<file path="config.mk">
export PLATFORM = sky130hd
export DESIGN_NAME = local_bus_reg_slave
export DESIGN_NICKNAME = d
export VERILOG_FILES = /design/src/rtl/local_bus_reg_pkg.sv /design/src/rtl/local_bus_rd_pipe.sv /design/src/rtl/local_bus_reg_slave.sv
export SDC_FILE = /design/constraint.sdc
export NUM_CORES = 1
export LEC_CHECK = 0
export CAP_MARGIN = 20
export CORE_UTILIZATION = 51
export DETAILED_ROUTE_END_ITERATION = 12
export PLACE_DENSITY_LB_ADDON = 0.08
export SETUP_SLACK_MARGIN = 0.1
export SYNTH_ARGS = -nofsm -noshare
export SYNTH_HDL_FRONTEND = slang
export SYNTH_SLANG_ARGS = --single-unit
</file>
<file path="constraint.sdc">
create_clock -name clk -period 1.9 [get_ports clk]
set_input_delay 0.475 -clock clk [delete_from_list [all_inputs] [get_ports clk]]
set_output_delay 0.475 -clock clk [all_outputs]
set_load 0.005 [all_outputs]
</file>
<file path="src/rtl/local_bus_reg_pkg.sv">
// Shared constants and decode enum for the local bus register slave.
// Address 0x0C (ERR_MASK) exists only when LOCAL_BUS_REG_ERR_INTR_EN is defined.
package local_bus_reg_pkg;

   localparam int unsigned CTRL_ADDR     = 'h00;
   localparam int unsigned COUNTER_ADDR  = 'h04;
   localparam int unsigned ERR_STAT_ADDR = 'h08;
   localparam int unsigned ERR_MASK_ADDR = 'h0C;
   localparam int unsigned SCRATCH_BASE  = 'h10;

   localparam int unsigned CTRL_CNT_EN  = 0;
   localparam int unsigned CTRL_CNT_CLR = 1;

   localparam int unsigned ERR_UNMAPPED = 0;
   localparam int unsigned ERR_RO_WRITE = 1;
   localparam int unsigned ERR_W        = 2;

   typedef enum logic [2:0] {
      DEC_CTRL,
      DEC_COUNTER,
      DEC_ERR,
      DEC_MASK,
      DEC_SCRATCH,
      DEC_UNMAPPED
   } dec_e;

endpackage

</file>
<file path="src/rtl/local_bus_rd_pipe.sv">
// Fixed-latency read return pipe: valid/data shift register, flushed by reset.
// Data of empty stages is forced to 0 so the output reads 0 when idle.
module local_bus_rd_pipe #(
   parameter int LATENCY    = 2,
   parameter int DATA_WIDTH = 32
) (
   input  logic                  clk,
   input  logic                  reset,
   input  logic                  in_vld,
   input  logic [DATA_WIDTH-1:0] in_data,
   output logic                  out_vld,
   output logic [DATA_WIDTH-1:0] out_data
);

   logic [LATENCY-1:0]                 vld_pipe;
   logic [LATENCY-1:0][DATA_WIDTH-1:0] dat_pipe;

   for (genvar s = 0; s < LATENCY; s++) begin : g_stage
      if (s == 0) begin : g_head
         always_ff @(posedge clk) begin
            if (reset) begin
               vld_pipe[s] <= 1'b0;
               dat_pipe[s] <= '0;
            end else begin
               vld_pipe[s] <= in_vld;
               dat_pipe[s] <= in_vld ? in_data : '0;
            end
         end
      end else begin : g_body
         always_ff @(posedge clk) begin
            if (reset) begin
               vld_pipe[s] <= 1'b0;
               dat_pipe[s] <= '0;
            end else begin
               vld_pipe[s] <= vld_pipe[s-1];
               dat_pipe[s] <= dat_pipe[s-1];
            end
         end
      end
   end

   assign out_vld  = vld_pipe[LATENCY-1];
   assign out_data = dat_pipe[LATENCY-1];

endmodule

</file>
<file path="src/rtl/local_bus_reg_slave.sv">
// Register-bank slave on the local bus: CTRL, COUNTER, ERR_STAT, SCRATCH[] with pipelined reads.
// Define LOCAL_BUS_REG_ERR_INTR_EN to add ERR_MASK at 0x0C and a registered irq output.
module local_bus_reg_slave
   import local_bus_reg_pkg::*;
#(
   parameter int ADDR_WIDTH  = 16,
   parameter int DATA_WIDTH  = 32,
   parameter int RD_LATENCY  = 2,
   parameter int NUM_SCRATCH = 4
) (
   input  logic                  clk,
   input  logic                  reset,
   input  logic                  addr_en,
   input  logic [ADDR_WIDTH-1:0] addr,
   input  logic                  rw_direction,
   input  logic [DATA_WIDTH-1:0] wdata,
   output logic [DATA_WIDTH-1:0] rdata,
   output logic                  rvalid,
   output logic [DATA_WIDTH-1:0] ctrl_o
`ifdef LOCAL_BUS_REG_ERR_INTR_EN
   ,
   output logic                  irq
`endif
);

   localparam int SIDX_W = (NUM_SCRATCH > 1) ? $clog2(NUM_SCRATCH) : 1;

   logic [DATA_WIDTH-1:0]                  ctrl;
   logic [DATA_WIDTH-1:0]                  counter;
   logic [ERR_W-1:0]                       err_stat;
   logic [NUM_SCRATCH-1:0][DATA_WIDTH-1:0] scratch;

   dec_e                  dec;
   logic [SIDX_W-1:0]     scr_idx;
   logic [ADDR_WIDTH-1:0] scr_off;
   logic                  wr, rd;
   logic                  cnt_clr;
   logic [ERR_W-1:0]      err_set, err_clr;
   logic [DATA_WIDTH-1:0] rd_val;

`ifdef LOCAL_BUS_REG_ERR_INTR_EN
   logic [ERR_W-1:0] err_mask;
`endif

   assign wr = addr_en & ~rw_direction;
   assign rd = addr_en &  rw_direction;

   assign scr_off = addr - ADDR_WIDTH'(SCRATCH_BASE);

   always_comb begin
      dec     = DEC_UNMAPPED;
      scr_idx = scr_off[SIDX_W+1:2];
      if (addr[1:0] == 2'b00) begin
         if (addr == ADDR_WIDTH'(CTRL_ADDR))
            dec = DEC_CTRL;
         else if (addr == ADDR_WIDTH'(COUNTER_ADDR))
            dec = DEC_COUNTER;
         else if (addr == ADDR_WIDTH'(ERR_STAT_ADDR))
            dec = DEC_ERR;
`ifdef LOCAL_BUS_REG_ERR_INTR_EN
         else if (addr == ADDR_WIDTH'(ERR_MASK_ADDR))
            dec = DEC_MASK;
`endif
         else if (addr >= ADDR_WIDTH'(SCRATCH_BASE) &&
                  scr_off < ADDR_WIDTH'(4 * NUM_SCRATCH))
            dec = DEC_SCRATCH;
      end
   end

   // Every request to an unmapped address flags, reads included.
   always_comb begin
      err_set               = '0;
      err_set[ERR_UNMAPPED] = addr_en && (dec == DEC_UNMAPPED);
      err_set[ERR_RO_WRITE] = wr && (dec == DEC_COUNTER);
      err_clr               = (wr && dec == DEC_ERR) ? wdata[ERR_W-1:0] : '0;
   end

   assign cnt_clr = wr && (dec == DEC_CTRL) && wdata[CTRL_CNT_CLR];

   always_comb begin
      rd_val = '0;
      case (dec)
         DEC_CTRL:    rd_val = ctrl;
         DEC_COUNTER: rd_val = counter;
         DEC_ERR:     rd_val = DATA_WIDTH'(err_stat);
`ifdef LOCAL_BUS_REG_ERR_INTR_EN
         DEC_MASK:    rd_val = DATA_WIDTH'(err_mask);
`endif
         DEC_SCRATCH: rd_val = scratch[scr_idx];
         default:     rd_val = '0;
      endcase
   end

   always_ff @(posedge clk) begin
      if (reset) begin
         ctrl     <= '0;
         counter  <= '0;
         err_stat <= '0;
      end else begin
         // cnt_clr is never stored, so CTRL bit1 always reads back 0.
         if (wr && dec == DEC_CTRL)
            ctrl <= wdata & ~(DATA_WIDTH'(1) << CTRL_CNT_CLR);
         if (cnt_clr)
            counter <= '0;
         else if (ctrl[CTRL_CNT_EN])
            counter <= counter + 1'b1;
         // A set in the same cycle as its clear wins.
         err_stat <= (err_stat & ~err_clr) | err_set;
      end
   end

   for (genvar i = 0; i < NUM_SCRATCH; i++) begin : g_scratch
      always_ff @(posedge clk) begin
         if (reset)
            scratch[i] <= '0;
         else if (wr && dec == DEC_SCRATCH && scr_idx == SIDX_W'(i))
            scratch[i] <= wdata;
      end
   end

`ifdef LOCAL_BUS_REG_ERR_INTR_EN
   always_ff @(posedge clk) begin
      if (reset) begin
         err_mask <= '0;
         irq      <= 1'b0;
      end else begin
         if (wr && dec == DEC_MASK)
            err_mask <= wdata[ERR_W-1:0];
         irq <= |(err_stat & err_mask);
      end
   end
`endif

   assign ctrl_o = ctrl;

   local_bus_rd_pipe #(
      .LATENCY    (RD_LATENCY),
      .DATA_WIDTH (DATA_WIDTH)
   ) u_rd_pipe (
      .clk      (clk),
      .reset    (reset),
      .in_vld   (rd),
      .in_data  (rd_val),
      .out_vld  (rvalid),
      .out_data (rdata)
   );

endmodule
</file>
[After elaboration in Yosys (flattened, before gate mapping)]
Index checks and enable logic that the tools add are counted.
Storage, ports and cells
  input bits: 52
  logic and storage cells: 58
  flip-flop bits (word level): 259
Cells by class
  add/subtract/negate cells: 2
  multiplexer cells: 9
  bitwise gates (word level): 7
  equality and inequality tests: 9
  reductions and logical operators: 17
  $lt $le $gt $ge: 3
Operators by type and width (number)
  case mux 32 bit (4 select lines): 1
  binary-select mux 32 bit (select 2 bit): 1
  adder 32 x 1 -> 32 bit, second input constant: 1
  2-to-1 mux 32 bit: 1
  == test 16 x 3 -> 1 bit, second input constant: 1
  == test 16 x 4 -> 1 bit, second input constant: 1
  greater-or-equal comparator 16 x 5 -> 1 bit, second input constant: 1
  logical NOT 16 bit: 1
  < comparator 16 x 5 -> 1 bit, second input constant: 1
  subtractor 16 x 5 -> 16 bit, second input constant: 1
  2-to-1 mux 3 bit: 4
  logical AND 1 bit: 11
  == test 3 bit, second input constant: 2
  == test 2 bit, second input constant: 2
  logical NOT 2 bit: 2
  OR reduction 2 bit: 2
  == test 3 x 1 -> 1 bit, second input constant: 1
  == test 3 x 2 -> 1 bit, second input constant: 1
  logical NOT 3 bit: 1
  < comparator 2 x 3 -> 1 bit, second input constant: 1
  bitwise AND 1 bit: 2
  bitwise AND 2 bit: 1
  == test 2 x 1 -> 1 bit, second input constant: 1
  2-to-1 mux 2 bit: 1
  other kinds (4): 5

[Logic depth before layout (Yosys ltp)]
Gate-level depths: netlist of run 1.
  depth after elaboration: 14
  mapped depth: 7
  gate-level depth less buffers: 5

[Modules after synthesis]
A second synthesis of run 1 with hierarchy kept.
Unflattened totals
  cell total of the unflattened synthesis: 1104
  area total of the unflattened synthesis: 11412.2 um2
By module, submodules not included
  local_bus_reg_slave: area an instance 9288.9 um2, instances 1, cells an instance 930
  local_bus_rd_pipe: area an instance 2123.3 um2, instances 1, cells an instance 174

[Least setup slack after synthesis of run 1]
Ideal clock, no wire load.
  path kind: input -> register
  from: input addr[12]
  to: register scratch[100] (netlist name)
  data arrival time: 1.848 ns
  stages: 6
  slack: -0.068 ns
  setup time: 0.120 ns
  required time: 1.780 ns
  path through: nor4_4 nand2_2 or4_4 buf_6 buf_6 mux2i_1
Between the ends
  word-level cells in the longest chain between the ends: 11
RTL lines
  start, declared: RTL line local_bus_reg_slave.sv:14  | input logic [ADDR_WIDTH-1:0] addr,
  subtractor 16 x 5 -> 16 bit: RTL line local_bus_reg_slave.sv:48  | assign scr_off = addr - ADDR_WIDTH'(SCRATCH_BASE);
  < comparator 16 x 5 -> 1 bit: RTL line local_bus_reg_slave.sv:65  | scr_off < ADDR_WIDTH'(4 * NUM_SCRATCH))
  logical AND 1 bit: RTL line local_bus_reg_slave.sv:64  | else if (addr >= ADDR_WIDTH'(SCRATCH_BASE) &&
  2-to-1 mux 1 bit: RTL line local_bus_reg_slave.sv:64
  2-to-1 mux 3 bit: RTL line local_bus_reg_slave.sv:58  | else if (addr == ADDR_WIDTH'(ERR_STAT_ADDR))
  2-to-1 mux 3 bit: RTL line local_bus_reg_slave.sv:56  | else if (addr == ADDR_WIDTH'(COUNTER_ADDR))
  2-to-1 mux 3 bit *: RTL line local_bus_reg_slave.sv:54  | if (addr == ADDR_WIDTH'(CTRL_ADDR))
  2-to-1 mux 3 bit *: RTL line local_bus_reg_slave.sv:53  | if (addr[1:0] == 2'b00) begin
  == test 3 bit *: RTL line local_bus_reg_slave.sv:116  | else if (wr && dec == DEC_SCRATCH && scr_idx == SIDX_W'(i))
  logical AND 1 bit * (2 in series): RTL line local_bus_reg_slave.sv:116
  end signal, assigned by index: RTL line local_bus_reg_slave.sv:117  | scratch[i] <= wdata;
  end, declared: RTL line local_bus_reg_slave.sv:31  | logic [NUM_SCRATCH-1:0][DATA_WIDTH-1:0] scratch;
Mark *: on every way between the ends. The rest lies on a longest branch, timed or not.
A chain may end at the register's enable or synchronous reset.

[Worst setup path after layout of run 1]
  from: register counter[7]
  to: register counter[31]
Between the ends
  word-level cells in the longest chain between the ends: 1
RTL lines
  start, declared: RTL line local_bus_reg_slave.sv:29  | logic [DATA_WIDTH-1:0] counter;
  start signal, assigned: RTL line local_bus_reg_slave.sv:106  | counter <= counter + 1'b1;
  adder 32 x 1 -> 32 bit: RTL line local_bus_reg_slave.sv:106
Every way passes these cells.

==> results of run 1 <==
-- worst paths after layout --
| kind | from | end | slack (ps) | cells past startpoint |
|---|---|---|---|---|
| worst max-delay path | counter[7]$_SDFFE_PP0P_ | counter[31]$_SDFFE_PP0P_ | 100 | 4 |
| worst min-delay path | addr[7] | err_stat[0]$_SDFF_PP0_ | 370 | 4 |
| worst max register to register | counter[7]$_SDFFE_PP0P_ | counter[31]$_SDFFE_PP0P_ | 100 | 4 |
| worst min register to register | u_rd_pipe.dat_pipe[0]$_SDFF_PP0_ | u_rd_pipe.out_data[0]$_SDFF_PP0_ | 430 | 1 |
-- power groups by stage --
stage | Combinational (W) | Clock (W) | Sequential [W]
3_5_place_dp | 0.000584 | 0 | 0.00555
6_report | 0.000603 | 0.00550 | 0.00543
5_1_grt | 0.000636 | 0.00580 | 0.00543
3_3_place_gp | 0.000584 | 0 | 0.00555
2_1_floorplan | 0.000275 | 0 | 0.00555
4_1_cts | 0.000583 | 0.00557 | 0.00543
-- layout by cell type (no fill, tap or decap), types with 3 or more instances in the layout --
cell type	netlist	layout
or4_1	13	13
nand2b_1	130	130
buf_12	0	27
dfxtp_1	259	222
buf_4	33	84
o31ai_1	16	16
a32oi_1	29	28
and3_1	4	3
o21ai_0	67	67
buf_6	5	5
dlymetal6s2s_1	0	5
clkbuf_2	0	3
or4_4	4	4
mux4_2	32	32
nor3_1	5	4
bufinv_16	0	3
buf_16	0	3
clkbuf_16	0	30
clkinv_2	0	3
nor2_1	49	48
xnor2_1	4	4
dfxtp_2	0	36
xor2_1	7	7
dlygate4sd2_1	0	72
and2_1	3	3
clkbuf_8	0	8
mux2i_1	98	98
or3_1	4	4
a21oi_2	2	3
nand4_1	74	74
buf_2	25	3
a21oi_1	83	82
nand2_1	20	19
clkdlybuf4s50_1	0	32
and4_1	6	3
mux2_2	30	30
nor2b_1	35	35
nand3_1	12	11
-- registers in the layout, summed over array words and instances, names as in the netlist --
name                cells
u_rd_pipe.vld_pipe      1
u_rd_pipe.out_vld       1
u_rd_pipe.out_data     32
ctrl_o                 31
u_rd_pipe.dat_pipe     32
counter                32
err_stat                2
scratch               128
-- what timing repair did --
action                                  4_1_cts  5_1_grt
resized for setup                           110       35
pin swaps                                     6        9
setup buffers                                17        8
cloned                                        3        4
endpoints found under the setup margin      261      134
-- layout make-up --
type                    count  share of cell area
clock buffers              37              0.0540
inverters                   3            0.000767
multi-input cells         750               0.388
clock inverters            10             0.00938
repair buffers            238               0.168
well taps                 280              0.0239
flip-flops and latches    259               0.357
-- metrics by stage --
stage	instance area (µm²)	setup TNS [ps]	total power (W)	utilization
floorplan	11600	-2130	0.00583	-
global placement	13300	-106590	0.00614	0.607
detailed placement	13300	-116500	0.00614	0.607
CTS	14500	0	0.0116	0.659
global route	14700	0	0.0119	0.668
finish	14700	0	0.0115	0.668
-- layer usage --
| metal | track usage | vias to the layer above | share of wire |
|---|---|---|---|
| li1 | - | 4377 | - |
| met4 | 0.0530 | 0 | 0.013 |
| met5 | 0 | - | 0 |
| met1 | 0.398 | 4471 | 0.48 |
| met2 | 0.401 | 310 | 0.44 |
| met3 | 0.0427 | 31 | 0.066 |
-- critical path: stages (launching register included) --
cell     delay (ps)
dfxtp_2         400
nand4_2         120
or4_4           570
or4_1           510
a21oi_2         140
-- logic make-up (layout without fill, tap and decap cells) --
kind of cell	after synthesis	in the layout
AND/OR/NAND/NOR	373	373
flip-flops	259	259
AO/OA/AOI/OAI	204	204
multiplexers	160	160
buffers and inverters	139	288
XOR/XNOR	11	11
adder cells (fa/ha/maj)	1	1
other	1	1
-- cell usage after synthesis (7+ instances only) --
cell | count | share of area
dfxtp_1 | 259 | 0.45
nor2_1 | 49 | 0.016
nor2b_1 | 35 | 0.019
o21ai_0 | 67 | 0.029
clkbuf_1 | 73 | 0.024
xor2_1 | 7 | 0.0053
mux2i_1 | 98 | 0.085
or4_1 | 13 | 0.0085
nand3_1 | 12 | 0.0052
buf_2 | 25 | 0.011
nand2b_1 | 130 | 0.071
mux4_2 | 32 | 0.063
buf_4 | 33 | 0.022
mux2_2 | 30 | 0.029
nand4_1 | 74 | 0.040
o31ai_1 | 16 | 0.010
a32oi_1 | 29 | 0.022
a21oi_1 | 83 | 0.036
nand2_1 | 20 | 0.0065
==> flow_summary.ini, run 1 <==
[floorplanning]
ios = 117
rows = 54
die_width_um = 152
start_util = 0.524
die_height_um = 152
die_area_um2 = 23200
core-area_um2 = 22000

[timing]
hold_viol = 0
holdWs_ps = 366
post-route-min-period_ps = 1800
fin_ws_ps = 104
fmax_ghz = 0.557
min_period_over_period = 0.945
rsz0062_at_grt = true
drv_slew = 0
setup_viol = 0
finClkSkew_ps = 15.6

[logic_synthesis]
ys_seq_area_frac = 0.450
synth_area_um2 = 11500
synth_fp_nets = 1201
synth_area_per_cell_um2 = 10.0
synth_fa_ha_area_frac = 0.00109
ys_ff_latch = 259
synth_xor_area_frac = 0.00837
synthCells = 1148
yosys_warnings = 0
synth_cell_types = 50
synth_top_family_by_area = simple AND/OR/NAND/NOR gates
synthMuxAreaShare = 0.177
synth-main-ff-cell = dfxtp_1
async_reset_ff_frac = 0
synth_simple_gate_area_frac = 0.196
synth_compound_area_frac = 0.105
synth_edf_count = 0

[route]
routedWlPerCell_um = 20.0
viasPerCell = 5.83
drc = 6
vias = 9189
initialDrtViolationCount = 732
routed_wl_um = 31600
drtPass1Iterations = 11
final_antenna_net_count = 0

[pwr]
p_sw_w = 0.00251
pwr-share-seq = 0.471
p_sw_frac = 0.217
p_int_w = 0.00902
powerDensity_nw_per_um2 = 785
cellLeakagePower_nw = 5.92
pwr-share-comb = 0.052
pwr-share-clk = 0.477
max-vdd-ir-drop_mv = 0.843

[clock_tree]
clock_path_buffers = 3
htreeDepth = 1
path_clk_slew_ps = 60
cts_buffers = 27
clkLatencyLatePin_ps = 540
root_buffer = clkbuf_16
cts.sinks = 259
cts_tree = yes
cts_hold_buf = 0

[cells_and_area]
drive_gt1_frac = 0.234
seq_area_um2 = 5230
num-nets-final = 1332
fill_cells = 1747
syn_to_final_growth_pct = 27.5
n_antenna_cell = 0
final_cells = 1577
multi_input_area_um2 = 5690

[placed_design]
post-place-ws_ps = -604
place_inst = 1498
dp_hpwl_um = 20500
portBuffers = 115
gp_congestion = 0.880

[critical_path]
crit_type = register to register
crit_fanout = 9
cp_data_required_time_ps = 2380
critical_path_arrival_ps = 2280
end_kind = register
critPathLaunchType = register

[flow_run]
drv_cap = 0

[global_routing]
grt_pass1_wl_um = 49000
antenna_found_initial = 0
grtUsageTotal = 0.265
grt_pass1_vias = 8675
gr-total-overflow = 0
grt_start_max_net_pins = 95

[run_status]
violations = DRC
status = finished, violations left

[min_path]
holdCritPathClass = input pin to register
Power figures use the tool's default switching activity.
==> inputs of run 2 (changes only) <==
Settings changed: ABC_AREA set to 1, CORE_UTILIZATION 51 to 40.
Clock period 1.9 ns to 1.55 ns, I/O delays scaled along.
==> run 2 against run 1 <==
  * The flow finishes with violations (setup timing)
  * Sequential cell count unchanged
  * Sequential power increased by 23%
  * Clock-buffer cell count increased by 6
  * Power increased by 32%
  * Sequential share of layout area decreased by 8.2 points
  * Cell count increased by 49%
  * Global-route usage increased by 1.2 points
  * Worst setup slack got worse by 390 ps
  * First-iteration DRC count increased by 6.3%
  * Critical endpoint is now counter[25]$_SDFFE_PP0P_
  * Largest cell class unchanged
  * Highest routed layer unchanged
==> flow_summary.ini, run 2 <==
[run_status]
status = finished, violations left
violations = setup timing

[floorplanning]
core-area_um2 = 28200
rows = 61
die_area_um2 = 29600
ios = 117
start_util = 0.411
die_height_um = 172
die_width_um = 172

[logic_synthesis]
synth_cell_types = 42
ys_seq_area_frac = 0.448
yosysTopAreaCell = dfxtp_1
synthCells = 1646
yosys_warnings = 0
synth_area_um2 = 11600
ys_ff_latch = 259
synthTopCellsByCount = nand2_1, nor2_1, dfxtp_1, nand3_1, a21oi_1
synth_area_leaders = dfxtp_1, nand2_1, nor2_1
yosysMostFrequentCell = nand2_1
synth_area_per_cell_um2 = 7.04
synth-main-ff-cell = dfxtp_1
yosys.area.top_type_share = 0.448
async_reset_ff_frac = 0
synth_edf_count = 0
synth_fp_nets = 1699

[critical_path]
cp_data_required_time_ps = 1990
critPathLaunchType = input pin
crit_path_start = addr[10]
end_kind = register
rr_worst_depth = 8
crit_fanout = 8
crit_type = input pin to register
worstReg2RegStart = counter[0]$_SDFFE_PP0P_
r2r_slack_ps = -240
critical_path_arrival_ps = 2280
worst_r2r_endpoint = counter[18]$_SDFFE_PP0P_

[timing]
post-route-min-period_ps = 1840
fin_ws_ps = -290
fmax_ghz = 0.543
setup_viol = 215
hold_viol = 0
finClkSkew_ps = 15.9
drv_slew = 0
finalSetupTns_ps = -33860
min_period_over_period = 1.19
holdWs_ps = 396
rsz0062_at_grt = true

[flow_run]
drv_cap = 0

[cells_and_area]
seq_area_um2 = 5240
final_cell_mix = nand2_1, nor2_1, dfxtp_1
final_cells = 2352
largest_reg_flops = 128
final_common_cell = nand2_1
largest_register = scratch
num-nets-final = 2005
syn_to_final_growth_pct = 64.7
multi_input_area_um2 = 7170
n_antenna_cell = 0
fill_cells = 2156
drive_gt1_frac = 0.449
utilization = 0.677

[pwr]
total_power_w = 0.0152
cellLeakagePower_nw = 8.13
powerDensity_nw_per_um2 = 795
max-vdd-ir-drop_mv = 0.776

[route]
drtPass1Iterations = 5
viasPerCell = 5.23
vias = 12300
initialDrtViolationCount = 778
drc = 0
final_antenna_net_count = 0
routed_wl_um = 43200
routedWlPerCell_um = 18.4

[clock_tree]
path_clk_slew_ps = 60
htreeDepth = 1
cts.sinks = 259
cts_buffers = 29
cts_tree = yes
clkLatencyLatePin_ps = 560
clock_path_buffers = 3
root_buffer = clkbuf_16
cts_hold_buf = 0

[global_routing]
grtUsageTotal = 0.278
grt_pass1_wl_um = 64000
antenna_found_initial = 0
grt_pass1_vias = 11800
grt_start_max_net_pins = 60
gr-total-overflow = 0

[placed_design]
place_inst = 2160
dp_hpwl_um = 23700
portBuffers = 115
gp_congestion = 0.896

[min_path]
holdCritPathClass = register to register
min_from = u_rd_pipe.dat_pipe[3]$_SDFF_PP0_
whs_endpoint = u_rd_pipe.out_data[3]$_SDFF_PP0_
hold_depth = 2
-- run 2: cell types whose count changed in the layout (fill, tap and decap cells not counted), moves of 76 or more --
cell | previous run | this run
a21oi_2 | 3 | 115
nand3_2 | 1 | 117
mux2i_1 | 98 | 0
nand2b_1 | 130 | 1
nand2_1 | 19 | 292
nor2_1 | 48 | 237
buf_4 | 84 | 160
inv_1 | 2 | 100
-- run 2: layer usage --
metal  up-vias  share of wire  GRT usage
met2       382           0.48      0.461
met5         -              0          0
met4         0          0.034      0.107
li1       5920              -          -
met1      5904           0.43      0.362
met3        94          0.053     0.0407
-- run 2: cells by family after synthesis --
| family | after synthesis | share of synthesized area |
|---|---|---|
| AOI/OAI and AO/OA | 248 | 0.117 |
| xor gates and xnor gates | 20 | 0.0151 |
| adders and majority gates | 1 | 0.00108 |
| buffers and inverters | 260 | 0.105 |
| DFF | 259 | 0.448 |
| other | 1 | 0.000324 |
| and+or+nand+nor | 857 | 0.314 |
-- run 2: through the flow --
step	worst slack [ps]	cell area [µm²]
after floorplan	-240	11800
after global placement	-922	14200
after detailed placement	-939	14200
after CTS	-197	18100
after global routing	-351	19100
final	-290	19100
-- run 2: power by group --
| part | total [W] | internal [W] | switching (W) |
|---|---|---|---|
| clock | 0.00741 | 0.00459 | 0.00281 |
| sequential | 0.00666 | 0.00665 | 0.00000182 |
| combinational | 0.00111 | 0.000437 | 0.000669 |
| total | 0.0152 | 0.0117 | 0.00348 |
-- run 2: worst max-delay path, stage by stage --
cell and delay (ps):
buf_6 90, nor2_4 110, nand2_2 70, nor2_4 130
buf_6 110, buf_6 100, buf_6 90, buf_6 90
nand2_4 50, nor3_4 230, nand2_2 120, buf_6 150
o21ai_4 160, buf_12 160, clkbuf_16 170, nor2_1 40
-- run 2: area by class of cell --
| type | count | share of cell area |
|---|---|---|
| Multi-Input combinational cell | 1127 | 0.376 |
| Sequential cell | 259 | 0.274 |
| Inverter | 116 | 0.0241 |
| Timing Repair Buffer | 418 | 0.246 |
| Clock inverter | 10 | 0.00938 |
| Tap cell | 378 | 0.0248 |
| Timing Repair inverter | 1 | 0.000853 |
| Clock buffer | 43 | 0.0445 |
-- run 2: repair_timing --
| action | CTS | global route |
|---|---|---|
| pin swaps | 78 | 97 |
| endpoints found under the setup margin | 288 | 247 |
| setup buffers | 98 | 22 |
| resized for setup | 654 | 300 |
| cloned | 36 | 9 |
-- run 2: worst max path at each step --
stage | to | slack [ps] | cells after the start
4_1_cts | scratch[44]$_SDFFE_PP0P_ | -200 | 18
6_report | counter[25]$_SDFFE_PP0P_ | -290 | 16
5_1_grt | counter[12]$_SDFFE_PP0P_ | -350 | 16
3_5_place_dp | ctrl_o[23]$_SDFFE_PP0P_ | -940 | 11
2_1_floorplan | scratch[100]$_SDFFE_PP0P_ | -240 | 12
3_3_place_gp | scratch[26]$_SDFFE_PP0P_ | -920 | 12
